==> src/rtl/control_estacionamiento.sv <==
// rtl/control_estacionamiento.sv - parking-lot occupancy controller with debounced multi-lane sensors
module control_estacionamiento #(
  parameter int CAPACIDAD = 7,
  parameter int N_ENT     = 2,
  parameter int N_SAL     = 2,
  parameter int FILTRO    = 3,
  parameter int ANCHO     = 4
) (
  input  logic             clk,
  input  logic             rst_n,
  input  logic [N_ENT-1:0] entrada,
  input  logic [N_SAL-1:0] salida,
  output logic [ANCHO-1:0] ocupados,
  output logic [ANCHO-1:0] libres,
  output logic             lleno,
  output logic             vacio,
  output logic             rechazo_ent,
  output logic             error_sal
);

  localparam int NS   = N_ENT + N_SAL;
  localparam int NMAX = (N_ENT > N_SAL) ? N_ENT : N_SAL;
  localparam int AW0  = $clog2(CAPACIDAD + NMAX + 1);
  localparam int AW   = (AW0 > ANCHO) ? AW0 : ANCHO;
  localparam int CW   = $clog2(FILTRO + 1);
  localparam logic [AW-1:0] CAP   = AW'(CAPACIDAD);
  localparam logic [CW-1:0] LIMIT = CW'(FILTRO - 1);

  logic [NS-1:0]    sens;
  logic [NS-1:0]    sync1_q, sync2_q;
  logic [NS-1:0]    filt_q, filt_d;
  logic [NS-1:0]    fprev_q;
  logic [CW-1:0]    cnt_q [NS];
  logic [CW-1:0]    cnt_d [NS];
  logic [NS-1:0]    ev;

  logic [AW-1:0]    ne, ns, occ, ns_ok, tmp, room, ne_ok, nxt;
  logic [ANCHO-1:0] ocupados_q, ocupados_d, libres_q, libres_d;
  logic             lleno_q, lleno_d, vacio_q, vacio_d;
  logic             rechazo_q, rechazo_d, error_q, error_d;

  assign sens = {salida, entrada};
  assign ev   = filt_q & ~fprev_q;

  // The filtered level flips on the FILTRO-th consecutive differing sample.
  always_comb begin
    filt_d = filt_q;
    for (int i = 0; i < NS; i++) begin
      cnt_d[i] = '0;
      if (sync2_q[i] != filt_q[i]) begin
        if (cnt_q[i] == LIMIT) filt_d[i] = sync2_q[i];
        else                   cnt_d[i] = cnt_q[i] + CW'(1);
      end
    end
  end

  always_comb begin
    ne = '0;
    ns = '0;
    for (int i = 0; i < N_ENT; i++) ne = ne + AW'(ev[i]);
    for (int i = 0; i < N_SAL; i++) ns = ns + AW'(ev[N_ENT + i]);
    occ   = AW'(ocupados_q);
    ns_ok = (ns < occ) ? ns : occ;
    tmp   = occ - ns_ok;
    room  = CAP - tmp;
    ne_ok = (ne < room) ? ne : room;
    nxt   = tmp + ne_ok;

    ocupados_d = ANCHO'(nxt);
    libres_d   = ANCHO'(CAP - nxt);
    lleno_d    = (nxt == CAP);
    vacio_d    = (nxt == '0);
    rechazo_d  = (ne_ok < ne);
    error_d    = (ns_ok < ns);
  end

  always_ff @(posedge clk or negedge rst_n) begin
    if (!rst_n) begin
      sync1_q    <= '0;
      sync2_q    <= '0;
      filt_q     <= '0;
      fprev_q    <= '0;
      for (int i = 0; i < NS; i++) cnt_q[i] <= '0;
      ocupados_q <= '0;
      libres_q   <= ANCHO'(CAPACIDAD);
      lleno_q    <= 1'b0;
      vacio_q    <= 1'b1;
      rechazo_q  <= 1'b0;
      error_q    <= 1'b0;
    end else begin
      sync1_q    <= sens;
      sync2_q    <= sync1_q;
      filt_q     <= filt_d;
      fprev_q    <= filt_q;
      for (int i = 0; i < NS; i++) cnt_q[i] <= cnt_d[i];
      ocupados_q <= ocupados_d;
      libres_q   <= libres_d;
      lleno_q    <= lleno_d;
      vacio_q    <= vacio_d;
      rechazo_q  <= rechazo_d;
      error_q    <= error_d;
    end
  end

  assign ocupados    = ocupados_q;
  assign libres      = libres_q;
  assign lleno       = lleno_q;
  assign vacio       = vacio_q;
  assign rechazo_ent = rechazo_q;
  assign error_sal   = error_q;

endmodule
==> config.mk <==
export PLATFORM = sky130hd
export DESIGN_NAME = control_estacionamiento
export DESIGN_NICKNAME = d
export VERILOG_FILES = /design/src/rtl/control_estacionamiento.sv
export SDC_FILE = /design/constraint.sdc
export NUM_CORES = 1
export LEC_CHECK = 0
export CORE_MARGIN = 8
export CORE_UTILIZATION = 56
export CTS_BUF_LIST = sky130_fd_sc_hd__clkbuf_4 sky130_fd_sc_hd__clkbuf_8
export CTS_CLUSTER_SIZE = 28
export DETAILED_ROUTE_END_ITERATION = 8
export PLACE_DENSITY = 0.8
export SLEW_MARGIN = 5
export SYNTH_ARGS = -nofsm -noshare
export SYNTH_HDL_FRONTEND = slang
export SYNTH_SLANG_ARGS = --single-unit
export TNS_END_PERCENT = 100
==> constraint.sdc <==
create_clock -name clk -period 5.4 [get_ports clk]
set_input_delay 1.08 -clock clk [delete_from_list [all_inputs] [get_ports clk]]
set_output_delay 1.08 -clock clk [all_outputs]
set_load 0.05 [all_outputs]
-- Yosys cells after proc, flatten, opt, wreduce, memory -nomap -nowiden
Index checks and enable logic that the tools add are counted.
- input port bits: 6
- register bits after elaboration: 36
- word-level logic and storage cells: 57
- eq/ne operators: 9
- $add $sub $neg: 10
- $lt $le $gt $ge: 4
- muxes and demuxes: 10
- bitwise operators: 2
- reduce and logical (&&, ||, !) cells: 5
- operators with widths (operator ; count):
    2-bit 2-to-1 mux ; 8
    2-bit by 1-bit adder with 2-bit output (second input constant) ; 4
    2-bit == test (second input constant) ; 4
    2-bit by 4-bit < comparator with 1-bit output ; 2
    4-bit by 2-bit < comparator with 1-bit output ; 2
    4-bit 2-to-1 mux ; 2
    2-bit AND reduction ; 4
    3-bit by 4-bit subtractor with 4-bit output (first input constant) ; 2
    1-bit by 1-bit adder with 2-bit output ; 2
    4-bit adder ; 1
    4-bit bitwise AND ; 1
    4-bit by 3-bit == test with 1-bit output (second input constant) ; 1
    4-bit zero test ; 1
    1-bit != test ; 4
    4-bit NOT ; 1
    4-bit subtractor ; 1

-- Longest topological paths before layout
Gate-level depths: netlist (run 1).
- depth after elaboration: 11
- gate-level depth with buffers: 18
- mapped depth without buffers: 18

-- Least setup slack after synthesis (run 1)
Ideal clock, no wire load.
- kind: register to register
- from: register filt_q[2]
- to: register vacio_q (netlist: vacio)
- required time: 5.304 ns
- data arrival time: 4.771 ns
- buffers on the path: 0
- path slack: 0.532 ns
- stages on the path, launching flop included: 19
- cell sequence: dfrtp_1 > nor2b_1 > ha_1 > nand2b_1 > o21ai_1 > a2111oi_4 > mux2_2 > ha_1 > fa_1 > inv_1 > ha_1 > a21oi_1 > nor4b_2 > mux2_2 > ha_1 > fa_1 > xnor2_1 > inv_1 > nor4_1
- word-level cells in the longest chain between the ends: 10
- ends and longest elaborated chain (item ; RTL line ; text):
    start: declaration ; 31 ; logic [NS-1:0] filt_q, filt_d;
    start signal: assignment ; 93 ; filt_q <= filt_d;
    4-bit bitwise AND * ; 43 ; assign ev = filt_q & ~fprev_q;
    1-bit by 1-bit adder with 2-bit output * ; 61 ; for (int i = 0; i < N_SAL; i++) ns = ns + AW'(ev[N_ENT + i]);
    2-bit by 4-bit < comparator with 1-bit output ; 63 ; ns_ok = (ns < occ) ? ns : occ;
    4-bit 2-to-1 mux * ; 63 ;
    4-bit subtractor * ; 64 ; tmp = occ - ns_ok;
    3-bit by 4-bit subtractor with 4-bit output ; 65 ; room = CAP - tmp;
    2-bit by 4-bit < comparator with 1-bit output ; 66 ; ne_ok = (ne < room) ? ne : room;
    4-bit 2-to-1 mux ; 66 ;
    4-bit adder * ; 67 ; nxt = tmp + ne_ok;
    via nxt[2] ; 37 ; logic [AW-1:0] ne, ns, occ, ns_ok, tmp, room, ne_ok, nxt;
    4-bit zero test * ; 72 ; vacio_d = (nxt == '0);
    via vacio_d ; 39 ; logic lleno_q, lleno_d, vacio_q, vacio_d;
    end signal: assignment ; 99 ; vacio_q <= vacio_d;
    end: declaration ; 39 ;
The timed path passes the listed nets; every way through them passes the cells marked *.
A chain may end at the register's enable or synchronous reset.

-- Worst setup path after layout (run 1)
- from: register filt_q[3]
- to: register vacio_q (netlist: vacio)
The elaborated chain is that of the path after synthesis.

==> summary.txt, run 1 <==
Worst setup path
  – CP peak stage delay: 510 ps
  – CP Capture Type: flip-flop
  – R2r startpoint: filt_q[3]
  – Crit start category: flip-flop
  – Most frequent CP cell: ha_1
  – Data arrival time of the critical path: 5450 ps
  – Critical-path top delay cell: fa_1
  – Crit-path max FO: 4
  – CP cell instances: nor2b_1 > ha_1 > nand2b_1 > a21oi_1 > a2111oi_4 > mux2_2 > ha_1 > fa_1 > inv_1 > ha_1 > a21oi_1 > nor4b_2 > mux2_2 > ha_1 > fa_1 > xnor2_2 > inv_1 > nor4_1
  – Crit path launch: filt_q[3]
  – Setup CP Type: reg -> reg
  – Worst path required time: 5650 ps

Detailed routing
  – WL final: 2628 µm
  – WL/cell: 14.76 µm
  – First drt pass iteration count: 4
  – Initial drt markers: 57
  – Final ANT Viol Nets: 0
  – Routed vias: 971
  – Via density: 5.455
  – DRC viols: 0

Logic synthesis
  – #FFs+latches synth: 35
  – Largest area contributor in the netlist: dfrtp_1
  – Post-Synth Simple-Gate Area: 11.46%
  – Largest family of logic cells by synthesized area: simple AND/OR/NAND/NOR gates
  – Post-Syn Area: 1572 µm²
  – Yosys warns: 0
  – Synth Instances: 119
  – Register area share after synthesis: 56.05%
  – Synth Area per Inst: 13.21 µm²
  – Synth Area in Adders: 10.51%
  – Compound-gate portion of the synthesized area: 8.121%
  – Synth top area share: 49.36%
  – Synth Net Count: 137
  – Synth top area cells: dfrtp_1 49%, ha_1 8.0%, dfstp_2 6.7%, mux2_2 5.0%, inv_1 2.9%
  – Xor/xnor share of the synthesized area: 4.220%
  – Unique masters post-synth: 30
  – Mux cell area share after synthesis: 6.290%

Global route
  – Total gr overflow: 0
  – First-pass GRT wire length: 4526 µm
  – Number of global-route vias before repair: 1068
  – Largest net degree at the start of global routing: 36
  – All-Layer GR Usage: 13.08%
  – Initial antenna violation count: 0

STA
  – Least-Margin Pin Slew: 545.8 ps
  – Final Hold Fails: 0
  – Post-route clock period utilization: 96.28%
  – Max Clk Rate: 192.3 MHz
  – Relative slew margins: 62.67%
  – Setup violators final: 0
  – Sum Neg Setup Slack: 0 ps
  – Hold slack final: 355.7 ps
  – Clock Skews: 8.802 ps
  – Final worst path period need: 5199 ps
  – Final Slew Violations: 0

Layout
  – Layout Cells excl Fill: 178
  – # diodes: 0
  – Final instance area: 1878 µm²
  – P&R area growth vs syn: 19.51%
  – Commonest cells after routing, fill and taps aside: 31 x dfrtp_1, 17 x clkdlybuf4s50_1, 12 x inv_1
  – Layout cells sized above 1: 21.09%
  – Commonest non-fill, non-tap cell in the layout: dfrtp_1
  – Final nets: 164

Place
  – Dpl cells: 167
  – Dpl cell area: 1780 µm²
  – Final estimated routing congestion in global placement: 0.7467
  – Hpwl dp: 1960 µm
  – Port bufs: 17

Clock tree
  – Clock transition at path regs: 100 ps
  – Clock root buffer: clkbuf_4
  – Skew-Pair Late Insertion Delay: 340 ps
  – Clock sinks: 35
  – CTS tree: built
  – CTS Buffer Depth: 2
  – CTS buffer count: 5
  – Post-CTS Hold Fix Bufs: 0
  – H-tree levels: 2

Die
  – Core Region: 2710 µm²
  – # IOs: 18
  – Die H: 68.98 µm
  – Die Area: 4758 µm²
  – Initial core utilization: 57.99%
  – Core Rows: 19
  – DIE WIDTH: 68.98 µm

Worst hold path
  – Hold Path Origin: sync1_q[2]
  – Hold Crit Class: reg -> reg

Outcome
  – Status: completed

Run
  – Max_cap viols: 0
==> registers in the layout, summed over array words and instances, names as in the netlist <==
signal and count:
sync2_q 4, lleno 1, filt_q 4, cnt_q 8, error_sal 1, ocupados 3
rechazo_ent 1, fprev_q 4, libres 4, vacio 1, sync1_q 4
==> worst max-delay path, delay by kind of cell (launching register included) <==
kind | cells | cell delay, ps
adder cells (fa/ha/maj) | 6 | 1970
AND/OR/NAND/NOR | 4 | 930
multiplexers | 2 | 760
AO/OA/AOI/OAI | 3 | 590
flip-flops | 1 | 430
XOR/XNOR | 1 | 220
buffers and inverters | 2 | 190
==> stage by stage <==
step,util [%],worst slack [ps]
2_1_floorplan,-,532.0
3_3_place_gp,65.70,273.1
3_5_place_dp,65.70,132.2
4_1_cts,68.05,87.26
5_1_grt,69.30,-39.61
6_report,69.30,200.6
==> cell usage after synthesis <==
cell       count
dfrtp_1       31
inv_1         12
ha_1          10
mux2_2         7
nor2b_1        7
a21oi_1        5
nor3_1         5
xnor2_1        5
dfstp_2        4
nand2b_1       4
nor3b_1        4
fa_1           2
mux2i_1        2
nand2b_2       2
nor2_1         2
nor4_1         2
o21a_1         2
a2111oi_0      1
a2111oi_4      1
a21oi_2        1
a31o_2         1
buf_4          1
nand2_1        1
nor4b_2        1
o211ai_1       1
o21ai_0        1
o21ai_1        1
o21bai_1       1
o41ai_1        1
xnor3_1        1
==> what timing repair did <==
item	in CTS	in global routing
setup buffers	0	3
resized for setup	0	2
endpoints found under the setup margin	0	2
==> layout make-up <==
type | count | area, µm²
clock inverter | 1 | 5.005
timing repair buffer | 21 | 200.2
tap | 31 | 38.79
inverter | 12 | 45.04
clock buffer | 7 | 58.81
fill | 203 | 832.0
sequential | 35 | 880.8
multi-input combinational | 71 | 649.4
==> kinds of logic after synthesis <==
group	Yosys count
DFF	35
AOI/OAI and AO/OA	16
adders and majority gates	12
xor gates and xnor gates	6
muxes	9
buffers and inverters	13
and+or+nand+nor	28
==> final timing paths <==
path,end,slack (ps),cells past startpoint
min reg2reg,sync2_q[2],360,0
min in group asynchronous,fprev_q[1],1140,2
min,sync2_q[2],360,0
max,vacio,200,18
max in group asynchronous,libres[0],3920,2
max reg2reg,vacio,200,18
==> per-layer routing <==
metal  GRT usage [%]  vias up  share of wire (%)
li1                -      464                  -
met1           13.40      481                 39
met2           22.32       19                 53
met3           5.493        7                5.2
met4           6.767        0                2.4
met5               0        -                  0
Power of run 1 is not shown: default switching activity piles up to over one toggle a cycle in this logic, so the estimate is an artifact.
==> run 2: changes to the inputs <==
- CORE_UTILIZATION: 56 -> 54
- CTS_BUF_LIST: sky130_fd_sc_hd__clkbuf_4 sky130_fd_sc_hd__clkbuf_8 -> sky130_fd_sc_hd__clkbuf_16
- PLACE_DENSITY: 0.8 -> 0.77
==> run 2 against run 1 <==
  * Cell count shrank 1.1%
  * Non-clock buffer count shrank 2
  * Critical path depth did not move
  * Highest routed layer unchanged
  * Die area is 2.8% higher
  * Fmax increased by 0.20%
  * First-iteration DRC count fell by 28%
  * Setup slack better by 10 ps
==> summary.txt, run 2 (same netlist as run 1, synthesis figures left out) <==
Layout
  – Final nets: 162 (-1.2%)
  – Max reg flops: 8 (unchanged)
  – # diodes: 0 (unchanged)
  – P&R area growth vs syn: 24.92%
  – Final instance area: 1963 µm² (+4.5%)
  – Commonest cells after routing, fill and taps aside: 31 x dfrtp_1, 17 x clkdlybuf4s50_1, 12 x inv_1
  – FILL cells: 209 (+3.0%)
  – Largest register by flop count: cnt_q
  – Layout cells sized above 1: 19.31% (-1.8 points)
  – Commonest non-fill, non-tap cell in the layout: dfrtp_1

Worst setup path
  – Setup CP Type: reg -> reg
  – Data arrival time of the critical path: 5360 ps (-90 ps)
  – Crit path launch: filt_q[2]
  – CP Capture Type: flip-flop
  – Critical-path top delay cell: fa_1
  – Flop-to-flop setup slack: 210 ps (about the same)
  – R2r startpoint: filt_q[2]
  – Crit start category: flip-flop
  – Critical path's top delay family: adder cells
  – CP peak stage delay: 480 ps (-30 ps)
  – Worst path required time: 5570 ps (-80 ps)
  – CP cell instances: nor2b_1 > ha_1 > nand2b_1 > a21oi_1 > a2111oi_4 > mux2_2 > ha_1 > fa_1 > inv_1 > ha_1 > a21oi_1 > nor4b_2 > mux2_2 > ha_1 > fa_1 > xnor2_2 > inv_1 > nor4_1
  – Most frequent CP cell: ha_1
  – Worst Setup EP: vacio
  – Crit path depth: 18 (unchanged)
  – Reg2Reg Depth: 18 (unchanged)
  – Reg2reg end: vacio
  – Crit-path max FO: 4 (unchanged)
  – CP bufs+invs: 2 (unchanged)

Die
  – Core Region: 2758 µm² (+1.8%)
  – Initial core utilization: 56.99% (-1.0 points)
  – Die H: 69.95 µm (+1.4%)
  – # IOs: 18 (unchanged)
  – Core Rows: 19 (unchanged)
  – Die Area: 4892 µm² (+2.8%)
  – DIE WIDTH: 69.95 µm (+1.4%)

Clock tree
  – H-tree levels: 2 (unchanged)
  – Clock root buffer: clkbuf_16
  – CTS buffer count: 5 (unchanged)
  – Clock sinks: 35 (unchanged)
  – CTS tree: built
  – Skew-Pair Late Insertion Delay: 280 ps (-60 ps)
  – Clock transition at path regs: 50 ps (-50 ps)
  – CTS Buffer Depth: 2 (unchanged)
  – Post-CTS Hold Fix Bufs: 0 (unchanged)

Place
  – Dpl cell area: 1780 µm² (unchanged)
  – Hpwl dp: 2009 µm (+2.5%)
  – Final estimated routing congestion in global placement: 0.7829 (+4.8%)
  – Setup WS pre-CTS: 114.7 ps (-17.54 ps)
  – Port bufs: 17 (unchanged)

STA
  – Least-Margin Pin Slew: 584.7 ps (+38.87 ps)
  – RSZ-0062 raised after global routing: false
  – Setup violators final: 0 (unchanged)
  – Setup ws final: 211.1 ps (+10.41 ps)
  – Post-route clock period utilization: 96.09% (-0.19 points)
  – Max Clk Rate: 192.7 MHz (+0.20%)
  – Sum Neg Setup Slack: 0 ps (unchanged)
  – Final Slew Violations: 0 (unchanged)
  – Relative slew margins: 60.01% (-2.7 points)
  – Clock Skews: 2.766 ps (-6.036 ps)
  – Final Hold Fails: 0 (unchanged)
  – Final worst path period need: 5189 ps (-10.41 ps)

Global route
  – Number of global-route vias before repair: 982 (-8.1%)
  – All-Layer GR Usage: 11.65% (-1.4 points)
  – Initial antenna violation count: 0 (unchanged)
  – Total gr overflow: 0 (unchanged)
  – First-pass GRT wire length: 4560 µm (+0.75%)
  – Largest net degree at the start of global routing: 36 (unchanged)

Outcome
  – Status: completed

Run
  – Max_cap viols: 0 (unchanged)

Detailed routing
  – First drt pass iteration count: 4 (unchanged)
  – WL/cell: 14.89 µm (+0.87%)
  – Initial drt markers: 41 (-28%)
  – Routed vias: 941 (-3.1%)
  – WL final: 2621 µm (-0.27%)
  – Via density: 5.347 (-2.0%)
  – Final ANT Viol Nets: 0 (unchanged)
  – DRC viols: 0 (unchanged)

Worst hold path
  – Hold Crit Class: reg -> reg
run 2: cell types whose count changed in the layout (fill, tap and decap cells not counted):
cell       previous run  this run
clkbuf_4              6         0
clkinv_1              0         1
clkbuf_16             0         5
bufinv_16             0         1
clkbuf_8              1         0
buf_4                 4         2
run 2: final cells by class:
class | count | area (µm²) | area share (%)
Sequential cell | 35 | 880.8 | 44.87
Multi-Input combinational cell | 71 | 649.4 | 33.08
Timing Repair Buffer | 19 | 185.2 | 9.433
Clock buffer | 5 | 125.1 | 6.373
Inverter | 12 | 45.04 | 2.294
Clock inverter | 3 | 38.79 | 1.976
Tap cell | 31 | 38.79 | 1.976
run 2: timing repair:
action                                  4_1_cts  5_1_grt
buffers inserted                              0        1
gates resized for setup                       0        2
endpoints found under the setup margin        0        2
run 2: per-layer routing:
layer,share of wire [%],vias to the layer above,global-route usage (%)
met3,6.2,5,6.073
met2,50,17,18.07
met4,2.1,0,5.580
met5,0,-,0
li1,-,456,-
met1,42,463,12.86
run 2: worst min-delay path by stage:
stage	from	end	cells past startpoint
after floorplan	sync1_q[0]	sync2_q[0]	0
after global placement	sync1_q[0]	sync2_q[0]	0
after detailed placement	sync1_q[0]	sync2_q[0]	0
after CTS	sync1_q[0]	sync2_q[0]	0
after global routing	sync1_q[0]	sync2_q[0]	0
final	sync1_q[2]	sync2_q[2]	0
run 2: stage by stage:
stage / hold slack [ps] / util, % / std cells
global placement: 333.8 / 64.56 / 167
global route: 348.3 / 71.19 / 176
finish: 343.8 / 71.19 / 176
CTS: 346.4 / 70.51 / 175
floorplan: 331.2 / - / 119
detailed placement: 334.7 / 64.56 / 167
Power of run 2 is left out for the same reason.
==> run 3: changes to the inputs <==
- CORE_ASPECT_RATIO: unset -> 1.25
- CTS_BUF_LIST: sky130_fd_sc_hd__clkbuf_16 -> sky130_fd_sc_hd__clkbuf_4 sky130_fd_sc_hd__clkbuf_8 sky130_fd_sc_hd__clkbuf_16
- CTS_CLUSTER_SIZE: 28 -> 20
==> run 3 against run 2 <==
  * Design area down 4.0%
  * Clock skew up 3.8 ps
  * Cell count up 2.8%
==> summary.txt, run 3 (same netlist as run 1, synthesis figures left out) <==
Global route
  – Number of global-route vias before repair: 940 (-4.3%)
  – Total gr overflow: 0 (unchanged)
  – Largest net degree at the start of global routing: 36 (unchanged)
  – Initial antenna violation count: 0 (unchanged)
  – Met1 Track Usage GR: 12.33% (-0.53 points)
  – Layer with the highest usage: met2
  – All-Layer GR Usage: 11.50% (-0.15 points)
  – GRT met2 Usage: 17.25% (-0.82 points)
  – First-pass GRT wire length: 4367 µm (-4.2%)
  – Met3 global-route usage: 6.324% (+0.25 points)

Layout
  – Final nets: 162 (unchanged)
  – Layout cells sized above 1: 21.38% (+2.1 points)
  – Commonest non-fill, non-tap cell in the layout: dfrtp_1
  – Max reg flops: 8 (unchanged)
  – P&R area growth vs syn: 19.98%
  – Post-layout util: 65.87% (-5.3 points)
  – # diodes: 0 (unchanged)
  – Final instance area: 1886 µm² (-4.0%)
  – Commonest cells after routing, fill and taps aside: 31 x dfrtp_1, 17 x clkdlybuf4s50_1, 12 x inv_1
  – Largest register by flop count: cnt_q

Detailed routing
  – Final ANT Viol Nets: 0 (unchanged)
  – First drt pass iteration count: 4 (unchanged)
  – DRC viols: 0 (unchanged)
  – WL final: 2535 µm (-3.3%)
  – Initial drt markers: 42 (+2.4%)
  – WL/cell: 14.01 µm (-6.0%)
  – Routed vias: 941 (unchanged)
  – Via density: 5.199 (-2.8%)

Worst hold path
  – Hold Crit Class: reg -> reg

Clock tree
  – Clock transition at path regs: 110 ps (+60 ps)
  – Skew-Pair Late Insertion Delay: 340 ps (+60 ps)
  – CTS tree: built
  – Clock root buffer: clkbuf_4
  – Post-CTS Hold Fix Bufs: 0 (unchanged)
  – Clock sinks: 35 (unchanged)
  – CTS Buffer Depth: 2 (unchanged)
  – H-tree levels: 2 (unchanged)
  – Post CTS Setup Buffer Count: 0 (unchanged)
  – CTS buffer count: 5 (unchanged)
  – Post-CTS sizing: 0 (unchanged)

STA
  – Sum Neg Setup Slack: 0 ps (unchanged)
  – Final Hold Fails: 0 (unchanged)
  – Least-Margin Pin Slew: 506.2 ps (-78.50 ps)
  – Final worst path period need: 5054 ps (-135.1 ps)
  – Max Clk Rate: 197.9 MHz (+2.7%)
  – Clock Skews: 6.573 ps (+3.806 ps)
  – Setup violators final: 0 (unchanged)
  – Final Slew Violations: 0 (unchanged)
  – Post-route clock period utilization: 93.59% (-2.5 points)
  – Hold slack final: 363.0 ps (+19.16 ps)
  – Relative slew margins: 65.38% (+5.4 points)

Die
  – Core Region: 2863 µm² (+3.8%)
  – Die H: 76.32 µm (+9.1%)
  – # IOs: 18 (unchanged)
  – Core Rows: 22 (+3)
  – Initial core utilization: 54.90% (-2.1 points)
  – DIE WIDTH: 64.25 µm (-8.1%)
  – Die Area: 4903 µm² (+0.22%)

Run
  – Max_cap viols: 0 (unchanged)

Worst setup path
  – Crit-path max FO: 4 (unchanged)
  – Setup CP Type: reg -> reg
  – Data arrival time of the critical path: 5300 ps (-60 ps)
  – Crit start category: flip-flop
  – Worst path required time: 5640 ps (+70 ps)
  – CP Capture Type: flip-flop

Place
  – Final estimated routing congestion in global placement: 0.7898 (+0.88%)
  – Dpl cell area: 1794 µm² (+0.77%)
  – Port bufs: 17 (unchanged)
  – Hpwl dp: 1904 µm (-5.2%)

Outcome
  – Status: completed
run 3: changes by cell type in the layout (fill, tap and decap cells not counted), moves of 2 or more:
cell and change:
clkbuf_16 -5, nor4_2 +2, nor4_1 -2, clkbuf_4 +6
run 3: routing by layer:
| layer | up-vias | routed length, µm |
|---|---|---|
| li1 | 457 | - |
| met1 | 454 | 1045 |
| met2 | 23 | 1252 |
| met3 | 7 | 165 |
| met4 | 0 | 72 |
| met5 | - | 0 |
run 3: cell type report:
type / count / area (µm²)
multi-input combinational: 71 / 661.9
clock buffer: 7 / 58.81
timing repair buffer: 19 / 185.2
clock inverter: 1 / 8.758
inverter: 12 / 45.04
sequential: 35 / 880.8
tap: 36 / 45.04
fill: 212 / 977.2
run 3: critical path, cell delays in order, from the launching register on:
cell	delay, ps
dfrtp_1	430
nor2b_1	180
ha_1	320
nand2b_1	120
a21oi_1	100
a2111oi_4	360
mux2_2	380
ha_1	200
fa_1	490
inv_1	100
ha_1	310
a21oi_1	70
nor4b_2	380
mux2_2	390
ha_1	200
fa_1	560
inv_1	90
nor4_2	280
run 3: per-stage QoR:
stage,cells,worst slack [ps]
final,181,346.2
after detailed placement,173,205.4
after global routing,181,-78.44
after floorplan,119,532.0
after global placement,173,307.3
after CTS,181,170.5
run 3: path summary, 6_finish.rpt:
path,from,to,slack (ps),depth (start not counted)
max,filt_q[2],lleno,350,17
min,sync1_q[1],sync2_q[1],360,0
max reg2reg,filt_q[2],lleno,350,17
min reg2reg,sync1_q[1],sync2_q[1],360,0
max in group asynchronous,rst_n,libres[2],3930,2
min in group asynchronous,rst_n,cnt_q[3],1130,2
Power of run 3 is left out for the same reason.
==> variant, RTL diff (settings of run 2) <==
Remove the register `libres_q`: a continuous assignment takes its place, so the output `libres` follows one clock earlier.
--- a/src/rtl/control_estacionamiento.sv
+++ b/src/rtl/control_estacionamiento.sv
@@ -82,7 +82,6 @@
       fprev_q    <= '0;
       for (int i = 0; i < NS; i++) cnt_q[i] <= '0;
       ocupados_q <= '0;
-      libres_q   <= ANCHO'(CAPACIDAD);
       lleno_q    <= 1'b0;
       vacio_q    <= 1'b1;
       rechazo_q  <= 1'b0;
@@ -94,13 +93,14 @@
       fprev_q    <= filt_q;
       for (int i = 0; i < NS; i++) cnt_q[i] <= cnt_d[i];
       ocupados_q <= ocupados_d;
-      libres_q   <= libres_d;
       lleno_q    <= lleno_d;
       vacio_q    <= vacio_d;
       rechazo_q  <= rechazo_d;
       error_q    <= error_d;
     end
   end
+
+  assign libres_q = libres_d;
 
   assign ocupados    = ocupados_q;
   assign libres      = libres_q;
Formal check against the unedited RTL: not equivalent (Yosys sat finds a counterexample within 10 cycles, from zero or initial values and one cycle with rst_n low).
==> variant against run 2 <==
The flow now finishes with violations (setup timing). Final area increased by 13%. Sequential cell count decreased by 3. Wire length increased by 40%. Area after synthesis decreased by 5.0%. Via count increased by 15%. Sequential share of layout area decreased by 8.8 points. Setup slack got worse by 0.56 ns. Count of clock-buffer cells in the layout unchanged. Cell count increased by 10%. Largest cell class is now multi-input gates.
Power is left out: the tool's default activity adds up to more than one toggle a clock period on the data nets, which glitch-free logic cannot reach.
==> variant: results <==
final_layout:
  n_fill_cell: 153
  nNetsFinal: 180
  drive_gt1_frac: 0.399
  largest_register_ffs: 8
  top_register: "cnt_q"
  synthToLayoutAreaGrowth_pct: 48.8
route:
  routed_wirelength_mm: 3.67
  num_vias: 1084
  route.met3.wl_um: 171
  highest_layer: "met4"
  met2_length_mm: 1.94
  wl_met1_mm: 1.43
  drtPass1Iterations: 4
  drt-initial-drc-count: 85
worst_setup_path:
  critPathMaxFanout: 2
  cp_slowest_stage_delay_ns: 0.59
  arrival_ns: 4.67
  slowest_stage: "fa_2"
  crit_family: "adder cells"
  regToRegSetupSlack_ns: 0.55
  r2r_cells: 20
placement:
  dp_hpwl_mm: 2.25
  gp_congestion: 0.843
  pre_cts_ws_ns: -0.172
  place_area_sq_um: 1970
global_route:
  grt_max_degree: 33
  grt_usage: 0.152
  grt_pass1_wl_mm: 5.14
timing:
  layout_setup_ws_ns: -0.348
  relSlewSlack: 0.662
  fin_hold_ws_ns: 0.342
  fin_skew_ns: 0.00773
  setup_viol: 3
cts:
  clockBufferDepth: 2
  cts.htree.levels: 2
  cts_buffers: 5
logic_synthesis:
  yosysSeqAreaShare: 0.537
  synth_area_leaders: "dfrtp_1, ha_1, mux2_2"
  syn_nets: 134
outcome:
  violations: "setup timing"
  outcome: "finished, violations left"
-- variant: cell types whose count changed in the layout (fill, tap and decap cells not counted), moves of 3 or more --
cell / before / now
buf_4: 2 / 23
ha_1: 10 / 5
ha_4: 0 / 5
clkdlybuf4s50_1: 17 / 13
a21oi_1: 5 / 2
buf_12: 0 / 3
dfstp_2: 4 / 1
mux2_2: 7 / 4
mux2_4: 0 / 3
-- variant: through the flow --
stage / setup TNS (ns) / cells
after floorplan: -0.315 / 116
after global placement: -0.101 / 178
after detailed placement: -0.232 / 178
after CTS: -0.794 / 189
after global routing: -1.35 / 194
final: -0.890 / 194
-- variant: cells by family after synthesis --
logic type	synth area share
flops	0.537
simple gates	0.121
compound gates	0.0855
buf+inv	0.0352
fa+ha+maj	0.111
mux	0.0662
xor+xnor	0.0444
-- variant: per-layer routing --
layer	vias up	GRT usage
li1	489	-
met1	550	0.167
met2	35	0.260
met3	10	0.0598
met4	0	0.0563
met5	-	0
-- variant: timing repair --
action	4_1_cts	5_1_grt
setup buffers	3	5
gates resized for setup	4	5
setup endpoints to repair	3	3
hold endpoints to repair	0	0
pin swaps	5	3
hold buffers	0	0
-- variant: cell type report --
type / count / share of cell area
repair buffers: 40 / 0.170
flip-flops and latches: 32 / 0.361
inverters: 12 / 0.0220
well taps: 31 / 0.0175
multi-input cells: 71 / 0.366
clock buffers: 5 / 0.0563
clock inverters: 3 / 0.00676
-- variant: worst paths after layout --
path / start / to
worst max-delay path: filt_q[2]$_DFFE_PN0P_ / libres[1]
worst min-delay path: sync1_q[1]$_DFF_PN0_ / sync2_q[1]$_DFF_PN0_
worst max register to register: filt_q[2]$_DFFE_PN0P_ / vacio$_DFF_PN1_
worst min register to register: sync1_q[1]$_DFF_PN0_ / sync2_q[1]$_DFF_PN0_
max in group asynchronous: rst_n / vacio$_DFF_PN1_
min in group asynchronous: rst_n / sync2_q[3]$_DFF_PN0_
